<file path="src/rtl/seg_pkg.sv">
// Shared types and constants for the 3-digit seven-segment scan driver.
// Segment patterns are logical active-high, bit0 = a ... bit6 = g.
package seg_pkg;

    typedef enum logic {
        SHOW = 1'b0,
        GAP  = 1'b1
    } state_e;

    localparam int NUM_DIGITS = 3;

    localparam logic [6:0] SEG_0    = 7'h3F;
    localparam logic [6:0] SEG_1    = 7'h06;
    localparam logic [6:0] SEG_2    = 7'h5B;
    localparam logic [6:0] SEG_3    = 7'h4F;
    localparam logic [6:0] SEG_4    = 7'h66;
    localparam logic [6:0] SEG_5    = 7'h6D;
    localparam logic [6:0] SEG_6    = 7'h7D;
    localparam logic [6:0] SEG_7    = 7'h07;
    localparam logic [6:0] SEG_8    = 7'h7F;
    localparam logic [6:0] SEG_9    = 7'h6F;
    localparam logic [6:0] SEG_DASH = 7'h40;

endpackage

</file>
<file path="src/rtl/bcd_to_seg.sv">
// Combinational BCD to seven-segment decoder; non-BCD codes show a dash.
module bcd_to_seg
    import seg_pkg::*;
(
    input  logic [3:0] i_code,
    output logic [6:0] o_seg
);

    always_comb begin
        o_seg = SEG_DASH;
        case (i_code)
            4'd0:    o_seg = SEG_0;
            4'd1:    o_seg = SEG_1;
            4'd2:    o_seg = SEG_2;
            4'd3:    o_seg = SEG_3;
            4'd4:    o_seg = SEG_4;
            4'd5:    o_seg = SEG_5;
            4'd6:    o_seg = SEG_6;
            4'd7:    o_seg = SEG_7;
            4'd8:    o_seg = SEG_8;
            4'd9:    o_seg = SEG_9;
            default: o_seg = SEG_DASH;
        endcase
    end

endmodule

</file>
<file path="src/rtl/bcd_seven_seg_scan.sv">
// Time-multiplexed 3-digit seven-segment driver with inter-digit gap,
// leading-zero blanking and end-of-frame pulse. Outputs registered from next-state.
module bcd_seven_seg_scan
    import seg_pkg::*;
#(
    parameter int REFRESH_DIV = 1000,
    parameter bit ACTIVE_LOW  = 1'b1
) (
    input  logic                  i_clk,
    input  logic                  i_rst_n,
    input  logic                  i_load,
    input  logic [3:0]            i_ones,
    input  logic [3:0]            i_tens,
    input  logic [3:0]            i_hundreds,
    input  logic                  i_blank_lz,
    output logic [6:0]            o_seg,
    output logic [NUM_DIGITS-1:0] o_an,
    output logic                  o_frame_done,
    output state_e                o_dbg_state
);

    localparam int                  CNT_W    = (REFRESH_DIV > 1) ? $clog2(REFRESH_DIV) : 1;
    localparam logic [CNT_W-1:0]    CNT_MAX  = CNT_W'(REFRESH_DIV - 1);
    localparam logic [1:0]          IDX_LAST = 2'(NUM_DIGITS - 1);
    localparam logic [6:0]          SEG_POL  = ACTIVE_LOW ? 7'h7F : 7'h00;
    localparam logic [NUM_DIGITS-1:0] AN_POL = ACTIVE_LOW ? '1 : '0;

    state_e                r_state;
    logic [1:0]            r_idx;
    logic [CNT_W-1:0]      r_cnt;
    logic [3:0]            r_sh_o;
    logic [3:0]            r_sh_t;
    logic [3:0]            r_sh_h;
    logic [6:0]            r_seg;
    logic [NUM_DIGITS-1:0] r_an;
    logic                  r_fd;

    state_e                w_state_nx;
    logic [1:0]            w_idx_nx;
    logic [CNT_W-1:0]      w_cnt_nx;
    logic                  w_fd_nx;
    logic [3:0]            w_digit;
    logic [6:0]            w_seg_dec;
    logic                  w_blank;
    logic                  w_lit;
    logic [6:0]            w_seg_log;
    logic [NUM_DIGITS-1:0] w_an_log;

    always_comb begin
        w_state_nx = r_state;
        w_idx_nx   = r_idx;
        w_cnt_nx   = r_cnt;
        w_fd_nx    = 1'b0;
        case (r_state)
            SHOW: begin
                if (r_cnt == CNT_MAX) begin
                    w_state_nx = GAP;
                    w_cnt_nx   = '0;
                    w_fd_nx    = (r_idx == IDX_LAST);
                end else begin
                    w_cnt_nx = r_cnt + 1'b1;
                end
            end
            GAP: begin
                w_state_nx = SHOW;
                w_cnt_nx   = '0;
                w_idx_nx   = (r_idx == IDX_LAST) ? 2'd0 : r_idx + 2'd1;
            end
            default: begin
                w_state_nx = GAP;
                w_cnt_nx   = '0;
            end
        endcase
    end

    // Pattern for the upcoming digit, taken from the current shadows so a
    // load at edge N is visible from edge N+1.
    always_comb begin
        w_digit = r_sh_o;
        case (w_idx_nx)
            2'd1:    w_digit = r_sh_t;
            2'd2:    w_digit = r_sh_h;
            default: w_digit = r_sh_o;
        endcase
    end

    bcd_to_seg u_dec (
        .i_code (w_digit),
        .o_seg  (w_seg_dec)
    );

    always_comb begin
        w_blank   = i_blank_lz && (r_sh_h == 4'd0) &&
                    ((w_idx_nx == 2'd2) || ((w_idx_nx == 2'd1) && (r_sh_t == 4'd0)));
        w_lit     = (w_state_nx == SHOW) && !w_blank;
        w_an_log  = w_lit ? NUM_DIGITS'(1 << w_idx_nx) : '0;
        w_seg_log = w_lit ? w_seg_dec : 7'h00;
    end

    always_ff @(posedge i_clk) begin
        if (!i_rst_n) begin
            r_state <= GAP;
            r_idx   <= IDX_LAST;
            r_cnt   <= '0;
            r_sh_o  <= 4'd0;
            r_sh_t  <= 4'd0;
            r_sh_h  <= 4'd0;
            r_fd    <= 1'b0;
            r_seg   <= SEG_POL;
            r_an    <= AN_POL;
        end else begin
            r_state <= w_state_nx;
            r_idx   <= w_idx_nx;
            r_cnt   <= w_cnt_nx;
            r_fd    <= w_fd_nx;
            r_seg   <= w_seg_log ^ SEG_POL;
            r_an    <= w_an_log ^ AN_POL;
            if (i_load) begin
                r_sh_o <= i_ones;
                r_sh_t <= i_tens;
                r_sh_h <= i_hundreds;
            end
        end
    end

    assign o_seg        = r_seg;
    assign o_an         = r_an;
    assign o_frame_done = r_fd;
    assign o_dbg_state  = r_state;

endmodule

</file>
<file path="config.mk">
export PLATFORM = sky130hd
export DESIGN_NAME = bcd_seven_seg_scan
export DESIGN_NICKNAME = d
export VERILOG_FILES = /design/src/rtl/seg_pkg.sv /design/src/rtl/bcd_to_seg.sv /design/src/rtl/bcd_seven_seg_scan.sv
export SDC_FILE = /design/constraint.sdc
export NUM_CORES = 1
export LEC_CHECK = 0
export CORE_ASPECT_RATIO = 1.25
export CORE_MARGIN = 2
export CORE_UTILIZATION = 56
export CTS_CLUSTER_DIAMETER = 60
export DETAILED_ROUTE_END_ITERATION = 10
export PLACE_DENSITY_LB_ADDON = 0.3
export SLEW_MARGIN = 20
export SYNTH_ARGS = -nofsm -noshare
export SYNTH_HDL_FRONTEND = slang
export SYNTH_SLANG_ARGS = --single-unit
export TNS_END_PERCENT = 1
</file>
<file path="constraint.sdc">
create_clock -name i_clk -period 4.65 [get_ports i_clk]
set_input_delay 1.1625 -clock i_clk [delete_from_list [all_inputs] [get_ports i_clk]]
set_output_delay 1.1625 -clock i_clk [all_outputs]
set_load 0.05 [all_outputs]
</file>
Yosys cells after proc, flatten, opt, wreduce, memory -nomap -nowiden
Memory sizes are Yosys's and may differ from the RTL's.
Index checks and enable logic that the tools add are counted.
- add/subtract/negate cells: 2
- equal/unequal tests: 4
- shift operators: 1
- muxes and demuxes: 9
- bitwise logic cells: 6
- reductions and logical operators: 9
- operators by type and width (cell ; number):
    one-hot mux 10 bit (2 select lines) ; 1
    adder 10 x 1 -> 10 bit (second input constant) ; 1
    == test 10 bit (second input constant) ; 1
    two-way mux 10 bit ; 1
    logical NOT 4 bit ; 2
    one-hot mux 4 bit (2 select lines) ; 1
    two-way mux 7 bit ; 1
    NOT 7 bit ; 1
    == test 2 bit (second input constant) ; 2
    logical AND 1 bit ; 4
    two-way mux 2 bit ; 2
    NOT 1 bit ; 4
    two-way mux 3 bit ; 1
    NOT 3 bit ; 1
    OR reduction 3 bit ; 1
    left shift 1 x 2 -> 3 bit (first input constant) ; 1
    adder 2 x 1 -> 2 bit (second input constant) ; 1
    == test 2 x 1 -> 1 bit (second input constant) ; 1
    one-hot mux 1 bit (2 select lines) ; 1
    logical NOT 1 bit ; 1
    logical OR 1 bit ; 1
    two-way mux 1 bit ; 1
- register bits: 36
- ROM bits: 112
- input bits: 16
- output and inout bits: 12
- word-level logic and storage cells: 41
- memories: 1
- memory list (name ; depth ; bits a word ; rd ports ; clocked after Yosys merged registers in ; wr ports ; RTL line ; source):
    (no name shown) ; 16 ; 7 ; 1 ; 0 ; 0 ; bcd_to_seg.sv:11 ; case (i_code)

Longest topological paths before layout
Gate-level depths: netlist (run 1).
- word-level depth: 11
- mapped depth: 13
- mapped depth without buffers: 12

Modules after synthesis
Synthesis (run 1) repeated with hierarchy kept, for this count alone.
- cells, all modules: 173
- area total of the unflattened synthesis: 1687.9 um^2
- modules (own cells, without submodules) (module ; instances ; cells an instance ; area an instance (um^2) ; sequential area each (um^2)):
    bcd_seven_seg_scan ; 1 ; 144 ; 1462.7 ; 720.7
    bcd_to_seg ; 1 ; 29 ; 225.2 ; 0.0

Worst setup path after synthesis (run 1)
Ideal clock, no wire load.
- path kind: register -> register
- start point: register r_state (netlist: o_dbg_state)
- end point: register r_seg[5] (netlist: o_seg[5])
- library setup time: 69 ps
- arrival: 2847 ps
- data required time: 4581 ps
- setup slack: 1734 ps
- cell stages (with the launch flop): 11
- path buffers: 1
- clock period less this slack: 2916 ps
- cells stage by stage: dfxtp_1 > mux2i_1 > inv_1 > ha_1 > buf_12 > o21ai_0 > inv_1 > ha_1 > and2_1 > o311a_1 > o21ai_1
- longest elaborated chain between the ends: 9
- elaborated cells between the ends (all ways): 15
- those cells by class: eq/ne (2); mux (4); bitwise (3); reduce/logical (5); memory (1)
- ends and longest elaborated chain (element ; RTL line ; source):
    start: declaration ; bcd_seven_seg_scan.sv:28 ; state_e r_state;
    start signal: assignment ; bcd_seven_seg_scan.sv:112 ; r_state <= w_state_nx;
    two-way mux 2 bit * ; bcd_seven_seg_scan.sv:54 ; case (r_state)
    named net w_idx_nx[0] ; bcd_seven_seg_scan.sv:39 ; logic [1:0] w_idx_nx;
    parallel branches: the longest is 6 deep, another holds memory (16 x 7 bit) ; -- ;
    two-way mux 7 bit * ; bcd_seven_seg_scan.sv:97 ; w_seg_log = w_lit ? w_seg_dec : 7'h00;
    NOT 7 bit (no source line) * ; -- ;
    end signal: assignment ; bcd_seven_seg_scan.sv:116 ; r_seg <= w_seg_log ^ SEG_POL;
    end: declaration ; bcd_seven_seg_scan.sv:34 ; logic [6:0] r_seg;
Mark *: on every way through the listed nets, which the timed path passes.
A chain may end at the register's enable or synchronous reset.

Worst setup path in the final report (run 1)
Same ends and word-level chain as after synthesis.

==> results.sh, run 1 <==
export IMPL_status="finished clean"
export IMPL_rrSetupSlack_ns=1.63
export IMPL_finalNetCount=223
export IMPL_cp_slowest_cell="o21ai_0"
export IMPL_initial_core_util_pct=58.3
export IMPL_vdd_ir_drop_max_v=0.000294
export IMPL_path_clk_slew_ns=0.11
export IMPL_diodes=0
export IMPL_syn_nets=194
export IMPL_die_y_um=65.3
export IMPL_finalCritPeriodShare_pct=65.0
export IMPL_avgViaCountPerCell=5.46
export IMPL_row_count=22
export IMPL_synth_commonest_cells="dfxtp_1, nor2_1, nor2b_1"
export IMPL_pwr_share_clk_pct=32.4
export IMPL_dp_slack_ns=1.63
export IMPL_post_route_cell_area_sq_um=2050
export IMPL_final_util_pct=70.9
export IMPL_grt_overflow=0
export IMPL_setup_worst_path_end_class="register"
export IMPL_yosysTopAreaCell="dfxtp_1"
export IMPL_cap_violations=0
export IMPL_drt_total_wl_um=3190
export IMPL_clkLatencyLatePin_ns=0.34
export IMPL_dpl_cell_area_sq_um=1950
export IMPL_p_switching_mw=0.216
export IMPL_holdPathEnd="r_cnt[0]"
export IMPL_drt_iter0_drc=21
export IMPL_grt_pass1_wl_um=5420
export IMPL_crit_chain="mux2i_1 > inv_1 > ha_1 > o21ai_0 > inv_1 > ha_1 > and2_1 > o311a_1 > o21ai_1"
export IMPL_synth_edf_count=0
export IMPL_setup_ws_ns=1.63
export IMPL_portBuffers=27
export IMPL_wl_per_cell_um=13.6
export IMPL_ys_seq_area_share_pct=42.8
export IMPL_min_path_type="reg2reg"
export IMPL_synth_cells=169
export IMPL_slew_viol_final=0
export IMPL_vias=1282
export IMPL_internal_power_mw=0.543
export IMPL_cts_resized=0
export IMPL_cts_made_buffers=5
export IMPL_ys_warn_count=0
export IMPL_antenna_found_initial=0
export IMPL_async_reset_ff_share_pct=0
export IMPL_tns_ns=0
export IMPL_ys_flop_type="dfxtp_1"
export IMPL_ys_ff_latch=36
export IMPL_pwr_share_comb_pct=22.8
export IMPL_hpwl_um=2460
export IMPL_post_route_min_period_ns=3.02
export IMPL_core_sq_um=2890
export IMPL_synthTopCellsByArea="dfxtp_1, mux2i_1, ha_1, nor2b_1, nor2_1"
export IMPL_r2r_end="o_seg[5]"
export IMPL_die_area_sq_um=3460
export IMPL_layout_drive_gt1_share_pct=9.55
export IMPL_fp_dieW_um=53.1
export IMPL_clock_sinks=36
export IMPL_area_growth_syn_to_layout_pct=21.7
export IMPL_hold_depth=1
export IMPL_root_buffer="clkbuf_4"
export IMPL_setup_viol_count_final=0
export IMPL_dr_pass1_iters=4
export IMPL_synth_cell_type_count=40
export IMPL_slowest_delay_ns=0.57
export IMPL_drc=0
export IMPL_clock_fmax_ghz=0.331
export IMPL_place_congestion=0.853
export IMPL_post_cts_buffers=0
export IMPL_syn_cell_area_sq_um=1680
export IMPL_path_max_fanout=10
export IMPL_postSynthAreaPerCell_sq_um=9.97
export IMPL_fill_cells=224
export IMPL_ctsLongestPathBuffers=2
export IMPL_ios=28
export IMPL_grt_pass1_vias=1287
export IMPL_max_slew_margin_pct=54.8
export IMPL_crit_type="reg2reg"
export IMPL_power_leakage_nw=0.840
export IMPL_powerDensity_nw_per_um2=370
export IMPL_netlist_area_leader_share_pct=42.8
export IMPL_fin_cells=235
export IMPL_htreeDepth=2
export IMPL_worst_hold_startpoint="r_cnt[0]"
export IMPL_p_seq_share_pct=44.8
export IMPL_skew_ns=0.00480
export IMPL_hold_buffers=0
export IMPL_rsz0062_at_grt="no"
export IMPL_cp_arrival_ns=3.30
export IMPL_start_kind="register"
export IMPL_dp_cells=227
export IMPL_track_usage_pct=21.6
export IMPL_cts_tree="built"
export IMPL_worst_pin_slew_ns=0.676
export IMPL_grt_max_degree=17
export IMPL_power_mw=0.759
export IMPL_critical_path_required_ns=4.92
export IMPL_ant_nets=0
export IMPL_whs_ns=0.458
export IMPL_hold_viol=0
export IMPL_synth_most_common_cell="dfxtp_1"
export IMPL_swShare_pct=28.4
export IMPL_reg2reg_depth=9
export IMPL_r2r_start="o_dbg_state"
==> layer usage <==
metal / wire, um / part of all wire (%) / vias to the layer above / GRT usage, %
met3: 118 / 3.7 / 9 / 6.14
met4: 99 / 3.1 / 0 / 11.5
met2: 1750 / 55 / 32 / 39.4
met5: 0 / 0 / - / 0
met1: 1230 / 38 / 592 / 21.1
li1: - / - / 649 / -
==> placed cells by master (no fill, tap or decap), types with 3 or more instances in the layout <==
| cell type | count |
|---|---|
| nor2b_1 | 15 |
| o21ai_0 | 3 |
| nor2_1 | 15 |
| clkbuf_4 | 5 |
| xor2_1 | 3 |
| and2_1 | 3 |
| nand2_1 | 11 |
| xnor2_1 | 5 |
| mux2i_1 | 14 |
| ha_1 | 9 |
| inv_1 | 5 |
| o21ai_1 | 6 |
| dfxtp_1 | 36 |
| clkdlybuf4s50_1 | 27 |
| nor3_1 | 9 |
==> power groups by stage <==
stage	logic, mW	registers, mW	clock network (mW)
3_5_place_dp	0.173	0.348	0
3_3_place_gp	0.168	0.347	0
6_report	0.173	0.340	0.246
5_1_grt	0.186	0.342	0.264
2_1_floorplan	0.0859	0.389	0
4_1_cts	0.174	0.340	0.251
==> registers in the layout (all words and copies together), names as in the netlist <==
signal	flops
r_cnt	10
o_seg	7
r_sh_o	4
r_sh_t	4
r_sh_h	4
o_an	3
r_idx	2
o_dbg_state	1
o_frame_done	1
==> cells by family after synthesis <==
kind of cell             share of synthesized area (%)
adder cells (fa/ha/maj)                           6.69
flip-flops                                        42.8
AO/OA/AOI/OAI                                     11.2
AND/OR/NAND/NOR                                   20.6
XOR/XNOR                                          4.16
buffers and inverters                             4.01
multiplexers                                      10.5
==> worst max-delay path by stage <==
stage                start        to  slack (ns)  cells after the start
2_1_floorplan  o_dbg_state  o_seg[5]        1.73                     10
3_3_place_gp   o_dbg_state  o_seg[5]        1.77                      9
3_5_place_dp   o_dbg_state  o_seg[5]        1.63                      9
4_1_cts        o_dbg_state  o_seg[5]        1.61                      9
5_1_grt        o_dbg_state  o_seg[5]        1.42                      9
6_report       o_dbg_state  o_seg[5]        1.63                      9
==> area by class of cell <==
type / count / area, sq um / share of cell area (%)
inverter: 6 / 22.5 / 1.10
clock inverter: 1 / 30.0 / 1.47
multi-input combinational: 122 / 896 / 43.7
tap: 36 / 45.0 / 2.20
clock buffer: 7 / 65.1 / 3.17
timing repair buffer: 27 / 270 / 13.2
sequential: 36 / 721 / 35.2
==> worst max-delay path, delay by kind of cell, from the launching register on <==
kind / cells / cell delay [ns]
buffers and inverters: 2 / 0.26
multiplexers: 1 / 0.37
adder cells (fa/ha/maj): 2 / 0.70
AND/OR/NAND/NOR: 1 / 0.15
flip-flops: 1 / 0.48
AO/OA/AOI/OAI: 3 / 0.99
Power figures use the tool's default switching activity.
==> run 2: changes to the inputs <==
Settings changed: CORE_UTILIZATION 56 to 52.
Clock period 4.65 ns to 2.9 ns, I/O delays scaled along.
==> run 2 against run 1 <==
Via count increased by 0.16%. Setup slack lost 1.4 ns. Final cell count rose by 0.85%. Clock skew rose by 0.00052 ns. Sequential power increased by 61%. Total power grew 64%. First-iteration DRC count shrank 24%. Critical path type unchanged. Critical endpoint unchanged.
==> results.sh, run 2 (synthesized netlist as in run 1, its figures left out) <==
export IMPL_r2r_start="o_dbg_state"
export IMPL_clkLatencyLatePin_ns=0.29
export IMPL_avgViaCountPerCell=5.42
export IMPL_cap_violations=0
export IMPL_initial_core_util_pct=53.2
export IMPL_rsz0062_at_grt="no"
export IMPL_grt_busiest_layer="met2"
export IMPL_powerDensity_nw_per_um2=601
export IMPL_finalCritPeriodShare_pct=90.6
export IMPL_path_max_fanout=7
export IMPL_dr_pass1_iters=4
export IMPL_finalNetCount=224
export IMPL_grt_overflow=0
export IMPL_status="finished clean"
export IMPL_drt_total_wl_um=3150
export IMPL_final_cell_mix="dfxtp_1, clkdlybuf4s50_1, nor2_1, nor2b_1, mux2i_1"
export IMPL_cts_tree="built"
export IMPL_whs_ns=0.450
export IMPL_dp_slack_ns=0.124
export IMPL_clock_fmax_ghz=0.381
export IMPL_gr_usage_met2_pct=34.1
export IMPL_core_sq_um=3170
export IMPL_area_growth_syn_to_layout_pct=23.3
export IMPL_wl_per_cell_um=13.3
export IMPL_clock_sinks=36
export IMPL_setup_ws_ns=0.272
export IMPL_r2r_end="o_seg[5]"
export IMPL_cp_arrival_ns=2.84
export IMPL_drc=0
export IMPL_hpwl_um=2460
export IMPL_tns_ns=0
export IMPL_final_util_pct=65.6
export IMPL_layout_drive_gt1_share_pct=10.5
export IMPL_dpl_cell_area_sq_um=1960
export IMPL_rrSetupSlack_ns=0.27
export IMPL_slew_viol_final=0
export IMPL_vias=1284
export IMPL_critical_path_required_ns=3.12
export IMPL_met1_usage_pct=21.4
export IMPL_reg2reg_depth=11
export IMPL_path_clk_slew_ns=0.07
export IMPL_grt_use_met3_pct=6.86
export IMPL_ios=28
export IMPL_grt_max_degree=16
export IMPL_die_y_um=67.6
export IMPL_vdd_ir_drop_max_v=0.000426
export IMPL_final_common_cell="dfxtp_1"
export IMPL_skew_ns=0.00532
export IMPL_track_usage_pct=20.0
export IMPL_drt_iter0_drc=16
export IMPL_cts_made_buffers=5
export IMPL_endpoint="o_seg[5]"
export IMPL_antenna_found_initial=0
export IMPL_largest_reg_flops=10
export IMPL_diodes=0
export IMPL_max_flop_register="r_cnt"
export IMPL_row_count=23
export IMPL_ant_nets=0
export IMPL_post_route_cell_area_sq_um=2080
export IMPL_crit_type="reg2reg"
export IMPL_crit_start="o_dbg_state"
export IMPL_setup_viol_count_final=0
export IMPL_fp_dieW_um=54.9
export IMPL_start_kind="register"
export IMPL_multi_input_area_sq_um=900
export IMPL_grt_pass1_vias=1225
export IMPL_die_area_sq_um=3710
export IMPL_post_route_min_period_ns=2.63
export IMPL_grt_pass1_wl_um=5230
export IMPL_worst_pin_slew_ns=0.668
export IMPL_min_path_type="reg2reg"
export IMPL_hold_viol=0
export IMPL_fill_cells=284
export IMPL_place_congestion=0.934
export IMPL_ctsLongestPathBuffers=2
export IMPL_hold_buffers=0
export IMPL_max_slew_margin_pct=55.4
export IMPL_portBuffers=27
export IMPL_htreeDepth=2
export IMPL_root_buffer="clkbuf_8"
export IMPL_power_leakage_nw=0.846
export IMPL_ff_latch_area_sq_um=722
export IMPL_setup_worst_path_end_class="register"
run 2: cell type report:
class	count	area share, %
timing repair buffer	28	13.4
clock inverter	2	1.69
clock buffer	6	3.50
multi-input combinational	122	43.3
tap	37	2.23
sequential	36	34.8
inverter	6	1.08
run 2: worst min path at each step:
stage                  start        to  slack (ns)  cells after the start
global route        r_cnt[0]  r_cnt[0]        0.48                      1
detailed placement  r_cnt[0]  r_cnt[0]        0.44                      1
global placement    r_cnt[0]  r_cnt[0]        0.43                      1
CTS                 r_cnt[0]  r_cnt[0]        0.45                      1
floorplan           r_cnt[0]  r_cnt[0]        0.42                      1
finish              r_cnt[0]  r_cnt[0]        0.45                      1
run 2: worst max-delay path: stages, from the launching register on:
cell and delay [ns]:
dfxtp_2 0.41, nand2_1 0.10, mux2_2 0.31, inv_1 0.07, ha_1 0.30, a22oi_1 0.11, o21ai_1 0.31, inv_1 0.15
ha_1 0.26, and2_1 0.14, o311a_1 0.28, o21ai_1 0.12
run 2: what timing repair did:
action / in CTS / in global routing
gates resized for setup: 0 / 2
endpoints found under the setup margin: 0 / 5
setup buffers: 0 / 0
run 2: routing by layer:
metal  up-vias  share of wire (%)
li1        640                  -
met1       602                 40
met2        33                 53
met3         9                3.8
met4         0                2.8
met5         -                  0
run 2: through the flow:
| stage | cells | power, mW |
|---|---|---|
| floorplan | 169 | 0.762 |
| global placement | 229 | 0.827 |
| detailed placement | 229 | 0.834 |
| CTS | 237 | 1.26 |
| global route | 237 | 1.31 |
| finish | 237 | 1.25 |
run 2: power by group:
group	switching (mW)	internal [mW]	total, mW
clock	0.167	0.255	0.422
combinational	0.162	0.116	0.278
sequential	0.0182	0.528	0.546
==> run 3: changes to the inputs <==
Settings changed: SLEW_MARGIN 20 to default.
==> results of run 3 <==
Final layout, timing and power as in run 2 (identical DEF).
